### src/rtl/nv_nvdla_mcif_rd_ig_pkg.sv
// Shared constants and helpers for the MCIF read-ingress elastic pipes.
// The defaults here are used by every per-requester pipe instance.
package nv_nvdla_mcif_rd_ig_pkg;

  localparam int MCIF_RD_REQ_PD_W = 75;
  localparam int MCIF_RD_IG_DEPTH = 2;
  localparam int MCIF_RD_IG_HWM   = MCIF_RD_IG_DEPTH - 1;

  function automatic int clog2(input int v);
    int r;
    r = 0;
    for (int i = 0; i < 31; i++) begin
      if ((1 << i) < v) r = i + 1;
    end
    return r;
  endfunction

endpackage

### src/rtl/nv_nvdla_mcif_rd_ig_elastic_ctl.sv
// Pointer, occupancy and handshake control for the read-ingress elastic pipe.
// Owns everything except payload storage.
module nv_nvdla_mcif_rd_ig_elastic_ctl
  import nv_nvdla_mcif_rd_ig_pkg::*;
#(
  parameter int  DEPTH   = MCIF_RD_IG_DEPTH,
  parameter int  REG_RDY = 1,
  parameter int  HWM     = DEPTH - 1,
  localparam int CW      = clog2(DEPTH + 1),
  localparam int PW      = clog2(DEPTH)
) (
  input  logic          nvdla_core_clk,
  input  logic          nvdla_core_rstn,
  input  logic          in_valid,
  input  logic          out_ready,
  input  logic          flush,
  output logic          in_ready,
  output logic          out_valid,
  output logic          push,
  output logic          pop,
  output logic [PW-1:0] wr_ptr,
  output logic [PW-1:0] rd_ptr,
  output logic [CW-1:0] occupancy,
  output logic          hwm
);

  localparam logic [CW-1:0] DEPTH_C = CW'(DEPTH);
  localparam logic [CW-1:0] HWM_C   = CW'(HWM);
  localparam logic [PW-1:0] LAST_C  = PW'(DEPTH - 1);

  logic [CW-1:0] count_q, count_d;
  logic [PW-1:0] wr_ptr_q, wr_ptr_d;
  logic [PW-1:0] rd_ptr_q, rd_ptr_d;
  logic          out_valid_q, out_valid_d;
  logic          hwm_q, hwm_d;
  logic          in_ready_q, in_ready_d;

  // Explicit wrap so non-power-of-2 depths never index past the last entry.
  function automatic logic [PW-1:0] ptr_inc(input logic [PW-1:0] p);
    return (p == LAST_C) ? '0 : p + PW'(1);
  endfunction

  assign in_ready = (REG_RDY != 0) ? in_ready_q : ((count_q != DEPTH_C) | out_ready);
  assign push     = in_valid & in_ready & ~flush;
  assign pop      = out_valid_q & out_ready;

  always_comb begin
    count_d  = count_q;
    wr_ptr_d = wr_ptr_q;
    rd_ptr_d = rd_ptr_q;
    if (push) wr_ptr_d = ptr_inc(wr_ptr_q);
    if (pop)  rd_ptr_d = ptr_inc(rd_ptr_q);
    if (push && !pop)      count_d = count_q + CW'(1);
    else if (pop && !push) count_d = count_q - CW'(1);
    if (flush) begin
      count_d  = '0;
      wr_ptr_d = '0;
      rd_ptr_d = '0;
    end
    out_valid_d = (count_d != '0);
    hwm_d       = (count_d >= HWM_C);
    in_ready_d  = (count_d < DEPTH_C) | flush;
  end

  always_ff @(posedge nvdla_core_clk or negedge nvdla_core_rstn) begin
    if (!nvdla_core_rstn) begin
      count_q     <= '0;
      wr_ptr_q    <= '0;
      rd_ptr_q    <= '0;
      out_valid_q <= 1'b0;
      hwm_q       <= 1'b0;
      in_ready_q  <= 1'b1;
    end else begin
      count_q     <= count_d;
      wr_ptr_q    <= wr_ptr_d;
      rd_ptr_q    <= rd_ptr_d;
      out_valid_q <= out_valid_d;
      hwm_q       <= hwm_d;
      in_ready_q  <= in_ready_d;
    end
  end

  assign out_valid = out_valid_q;
  assign wr_ptr    = wr_ptr_q;
  assign rd_ptr    = rd_ptr_q;
  assign occupancy = count_q;
  assign hwm       = hwm_q;

endmodule

### src/rtl/nv_nvdla_mcif_rd_ig_elastic_pipe.sv
// Elastic valid/ready pipe between a bpt requester and the read-ingress arbiter.
// Holds the payload array and read mux; control lives in the _ctl sub-module.
module nv_nvdla_mcif_rd_ig_elastic_pipe
  import nv_nvdla_mcif_rd_ig_pkg::*;
#(
  parameter int  DW      = MCIF_RD_REQ_PD_W,
  parameter int  DEPTH   = MCIF_RD_IG_DEPTH,
  parameter int  REG_RDY = 1,
  parameter int  HWM     = DEPTH - 1,
  localparam int CW      = clog2(DEPTH + 1)
) (
  input  logic          nvdla_core_clk,
  input  logic          nvdla_core_rstn,
  input  logic          in_valid,
  output logic          in_ready,
  input  logic [DW-1:0] in_pd,
  output logic          out_valid,
  input  logic          out_ready,
  output logic [DW-1:0] out_pd,
  input  logic          flush,
  output logic [CW-1:0] occupancy,
  output logic          hwm
);

  localparam int PW = clog2(DEPTH);

  logic          push, pop;
  logic [PW-1:0] wr_ptr, rd_ptr;
  logic [DW-1:0] mem_q [DEPTH];

  nv_nvdla_mcif_rd_ig_elastic_ctl #(
    .DEPTH   (DEPTH),
    .REG_RDY (REG_RDY),
    .HWM     (HWM)
  ) u_ctl (
    .nvdla_core_clk  (nvdla_core_clk),
    .nvdla_core_rstn (nvdla_core_rstn),
    .in_valid        (in_valid),
    .out_ready       (out_ready),
    .flush           (flush),
    .in_ready        (in_ready),
    .out_valid       (out_valid),
    .push            (push),
    .pop             (pop),
    .wr_ptr          (wr_ptr),
    .rd_ptr          (rd_ptr),
    .occupancy       (occupancy),
    .hwm             (hwm)
  );

  // Storage is deliberately unreset; out_pd is only meaningful with out_valid.
  always_ff @(posedge nvdla_core_clk) begin
    if (push) mem_q[wr_ptr] <= in_pd;
  end

  assign out_pd = mem_q[rd_ptr];

`ifndef SYNTHESIS
  a_no_overflow: assert property (@(posedge nvdla_core_clk) disable iff (!nvdla_core_rstn)
    !(push && !pop && (occupancy == CW'(DEPTH))));
  a_no_underflow: assert property (@(posedge nvdla_core_clk) disable iff (!nvdla_core_rstn)
    !(pop && (occupancy == '0)));
  a_out_stable: assert property (@(posedge nvdla_core_clk) disable iff (!nvdla_core_rstn)
    (out_valid && !out_ready && !flush) |=> (out_valid && $stable(out_pd)));
`endif

endmodule
### config.mk
export PLATFORM = sky130hd
export DESIGN_NAME = nv_nvdla_mcif_rd_ig_elastic_pipe
export DESIGN_NICKNAME = d
export VERILOG_FILES = /design/src/rtl/nv_nvdla_mcif_rd_ig_pkg.sv /design/src/rtl/nv_nvdla_mcif_rd_ig_elastic_ctl.sv /design/src/rtl/nv_nvdla_mcif_rd_ig_elastic_pipe.sv
export SDC_FILE = /design/constraint.sdc
export NUM_CORES = 1
export LEC_CHECK = 0
export BUFFER_PORTS_ARGS = -buffer_cell sky130_fd_sc_hd__buf_2
export CAP_MARGIN = 20
export CORE_AREA = 2 2 169 130
export DETAILED_ROUTE_END_ITERATION = 7
export DIE_AREA = 0 0 171 132
export GPL_TIMING_DRIVEN = 0
export PLACE_DENSITY = 0.47
export SLEW_MARGIN = 5
export SYNTH_ARGS = -nofsm -noshare
export SYNTH_HDL_FRONTEND = slang
export SYNTH_SLANG_ARGS = --single-unit
### constraint.sdc
create_clock -name nvdla_core_clk -period 6.9 [get_ports nvdla_core_clk]
set_input_delay 1.035 -clock nvdla_core_clk [delete_from_list [all_inputs] [get_ports nvdla_core_clk]]
set_output_delay 1.035 -clock nvdla_core_clk [all_outputs]
set_load 0.05 [all_outputs]
==> impl_metrics.json <==
{
  "numCtsBuffers": 17,
  "critPathKind": "register to output pin",
  "p_int_uw": 1840,
  "first_pass_iters": 5,
  "io_buffers": 158,
  "status": "complete, no violations",
  "cts.sinks": 156,
  "viasPerCell": 4.09,
  "cts_root_buffer": "clkbuf_16",
  "layout.nets": 531,
  "post-route-util_pct": 36.5,
  "switching_share_pct": 29.9,
  "path_clk_slew_ns": 0.06,
  "yosysTopAreaCellShare_pct": 78.3,
  "row_count": 46,
  "multi_input_area_mm2": 0.00105,
  "setup_tns_ns": 0,
  "ant_nets": 0,
  "rsz0062_at_grt": "no",
  "io_pins": 160,
  "tightest_slew_ns": 0.938,
  "rr_startpoint": "u_ctl.in_ready",
  "die_h_um": 132,
  "power_frac_seq_pct": 43.2,
  "synth_cell_type_count": 22,
  "grt_overflow_total": 0,
  "cp.arrival_ns": 2.02,
  "max_cap_viol_count": 0,
  "nFillCells": 2047,
  "pwr-share-clk_pct": 35.7,
  "dieArea_mm2": 0.0226,
  "fp.dieW_um": 171,
  "initial_core_util_pct": 27.6,
  "finalMaxSlewViolations": 0,
  "reg2regPathDepth": 4,
  "grt_antenna_before_repair": 3,
  "totalWireLength_um": 11900,
  "period_needed_ns": 3.06,
  "insertion_delay_ns": 0.41,
  "cts_setup_buffers": 0,
  "cp-end-kind": "output pin",
  "seqCellArea_mm2": 0.00466,
  "drc_errors": 0,
  "dp_hpwl_um": 8230,
  "dpl_cell_area_mm2": 0.00700,
  "cpPeakStageDelay_ns": 0.39,
  "place_inst": 720,
  "vdd_drop_max_uv": 109,
  "drt_iter0_drc": 147,
  "design_area_mm2": 0.00760,
  "clock_path_buffers": 2,
  "coreArea_mm2": 0.0208,
  "critical_path.max_fanout": 10,
  "holdBufCountCts": 0,
  "start_kind": "register",
  "yosys-top-cells-area": "edfxtp_1 78%, mux2_2 15%, dfrtp_1 2.2%",
  "yosys.area.top_type": "edfxtp_1",
  "fmax_mhz": 327,
  "hold_viol_final": 0,
  "power.density_mw_per_mm2": 346,
  "leakage_uw": 0.00283,
  "path_cells": "buf_2 -> buf_2 -> mux2_2 -> buf_2",
  "slew_headroom_pct": 37.3,
  "grt_use_total_pct": 10.5,
  "min_period_over_period_pct": 44.3,
  "syn2layout_area_growth_pct": 32.2,
  "syn-cell-area_mm2": 0.00575,
  "postSynthNetCount": 349,
  "cts_tree": "yes",
  "grt_pass1_vias": 3268,
  "total_switching_power_uw": 788,
  "clock-skew-final_ns": 0.0103,
  "gp_congestion": 0.700,
  "crit_path_frequent_cell": "buf_2",
  "crit_start": "u_ctl.rd_ptr",
  "critical_path_required_ns": 5.86,
  "cts_max_level": 4,
  "drive_gt1_share_pct": 61.0,
  "synth_warnings": 0,
  "grt_pass1_wl_um": 17800,
  "num_vias": 3086,
  "yosysSeqAreaShare_pct": 81.0,
  "cts_resized": 0,
  "grt_max_degree": 40,
  "synth_cells": 269,
  "yosys_register_bits": 156,
  "hold_class": "input pin to asynchronous set/reset pin",
  "wl_per_cell_um": 15.7,
  "comb_power_share_pct": 21.1,
  "setup_viol": 0,
  "syn_avg_cell_area_um2": 21.4,
  "cpMaxStageDelayCell": "dfrtp_1",
  "instances_no_fill": 754
}
## final timing paths
path	slack [ns]	to
max in group asynchronous	6.22	u_ctl.in_ready
setup / recovery	3.84	out_pd[16]
setup reg to reg	4.62	mem_q[0][39]
min in group nvdla_core_clk	0.65	u_ctl.wr_ptr
hold reg to reg	0.65	u_ctl.wr_ptr
hold / removal	0.45	u_ctl.wr_ptr
## routing by layer
layer  up-vias  GRT usage [%]  routed length (um)
li1       1435              -                   -
met1      1518           12.3                5180
met2       116           16.7                5440
met3        15           5.19                1090
met4         2           3.67                 138
met5         -              0                  13
## cells in the final DEF, fill, tap and decap left out, types with 3 or more instances in the layout
master     instances
edfxtp_1         150
clkinv_2           3
bufinv_16          3
buf_8              4
inv_6              4
clkbuf_16         17
dfrtp_1            5
buf_2            167
mux2_2            76
nor2_1             6
## cells in the mapped netlist
| master | instances |
|---|---|
| and4bb_1 | 1 |
| nor3_1 | 2 |
| xor2_1 | 2 |
| nand4bb_1 | 1 |
| edfxtp_1 | 150 |
| a21boi_2 | 1 |
| and3b_1 | 1 |
| and4b_1 | 1 |
| mux2i_1 | 2 |
| buf_2 | 9 |
| buf_4 | 1 |
| a22o_1 | 1 |
| dfrtp_1 | 5 |
| a21oi_1 | 2 |
| dfstp_2 | 1 |
| nand4b_1 | 1 |
| and2_1 | 2 |
| or3_1 | 1 |
| mux2_2 | 76 |
| nor2_1 | 6 |
| and3_2 | 1 |
| nand2_1 | 2 |
## per-stage QoR
step / hold slack (ns) / setup WS (ns) / total power (uW)
after detailed placement: 0.648 / 3.95 / 1720
final: 0.446 / 3.84 / 2630
after global placement: 0.555 / 0.214 / 1710
after CTS: 0.423 / 3.72 / 2680
after global routing: 0.428 / 3.69 / 2740
after floorplan: 0.537 / 2.29 / 1570
## flip-flops by register name, summed over array words and instances, names as in the netlist
name	cells
u_ctl.occupancy	2
u_ctl.in_ready	1
u_ctl.rd_ptr	1
mem_q	150
u_ctl.wr_ptr	1
u_ctl.hwm	1
## cell type report
| type | count | area share, % |
|---|---|---|
| timing repair buffer | 163 | 11.6 |
| clock inverter | 14 | 2.17 |
| buffer | 10 | 0.691 |
| tap | 288 | 4.74 |
| sequential | 156 | 61.3 |
| antenna | 2 | 0.0658 |
| multi-input combinational | 103 | 13.9 |
| clock buffer | 18 | 5.65 |
## power groups by stage
| stage | Combinational, uW | Clock, uW | Sequential [uW] |
|---|---|---|---|
| 6_report | 555 | 941 | 1140 |
| 3_3_place_gp | 546 | 0 | 1160 |
| 5_1_grt | 585 | 1010 | 1140 |
| 4_1_cts | 564 | 976 | 1140 |
| 2_1_floorplan | 397 | 0 | 1180 |
| 3_5_place_dp | 562 | 0 | 1160 |
## cell families (layout without fill, tap and decap cells)
logic type | after synthesis | in the layout | share of synthesized area, %
mux | 78 | 78 | 15.2
flops | 156 | 156 | 81.0
xor+xnor | 2 | 2 | 0.305
simple gates | 19 | 19 | 2.05
other cells | 0 | 2 | 0
buf+inv | 10 | 205 | 0.914
compound gates | 4 | 4 | 0.522
## worst max-delay path, delay by kind of cell (launching register included)
family	cells	cell delay (ns)
muxes	1	0.38
buffers and inverters	3	0.84
DFF	1	0.39
(Power assumes the default switching activity.)
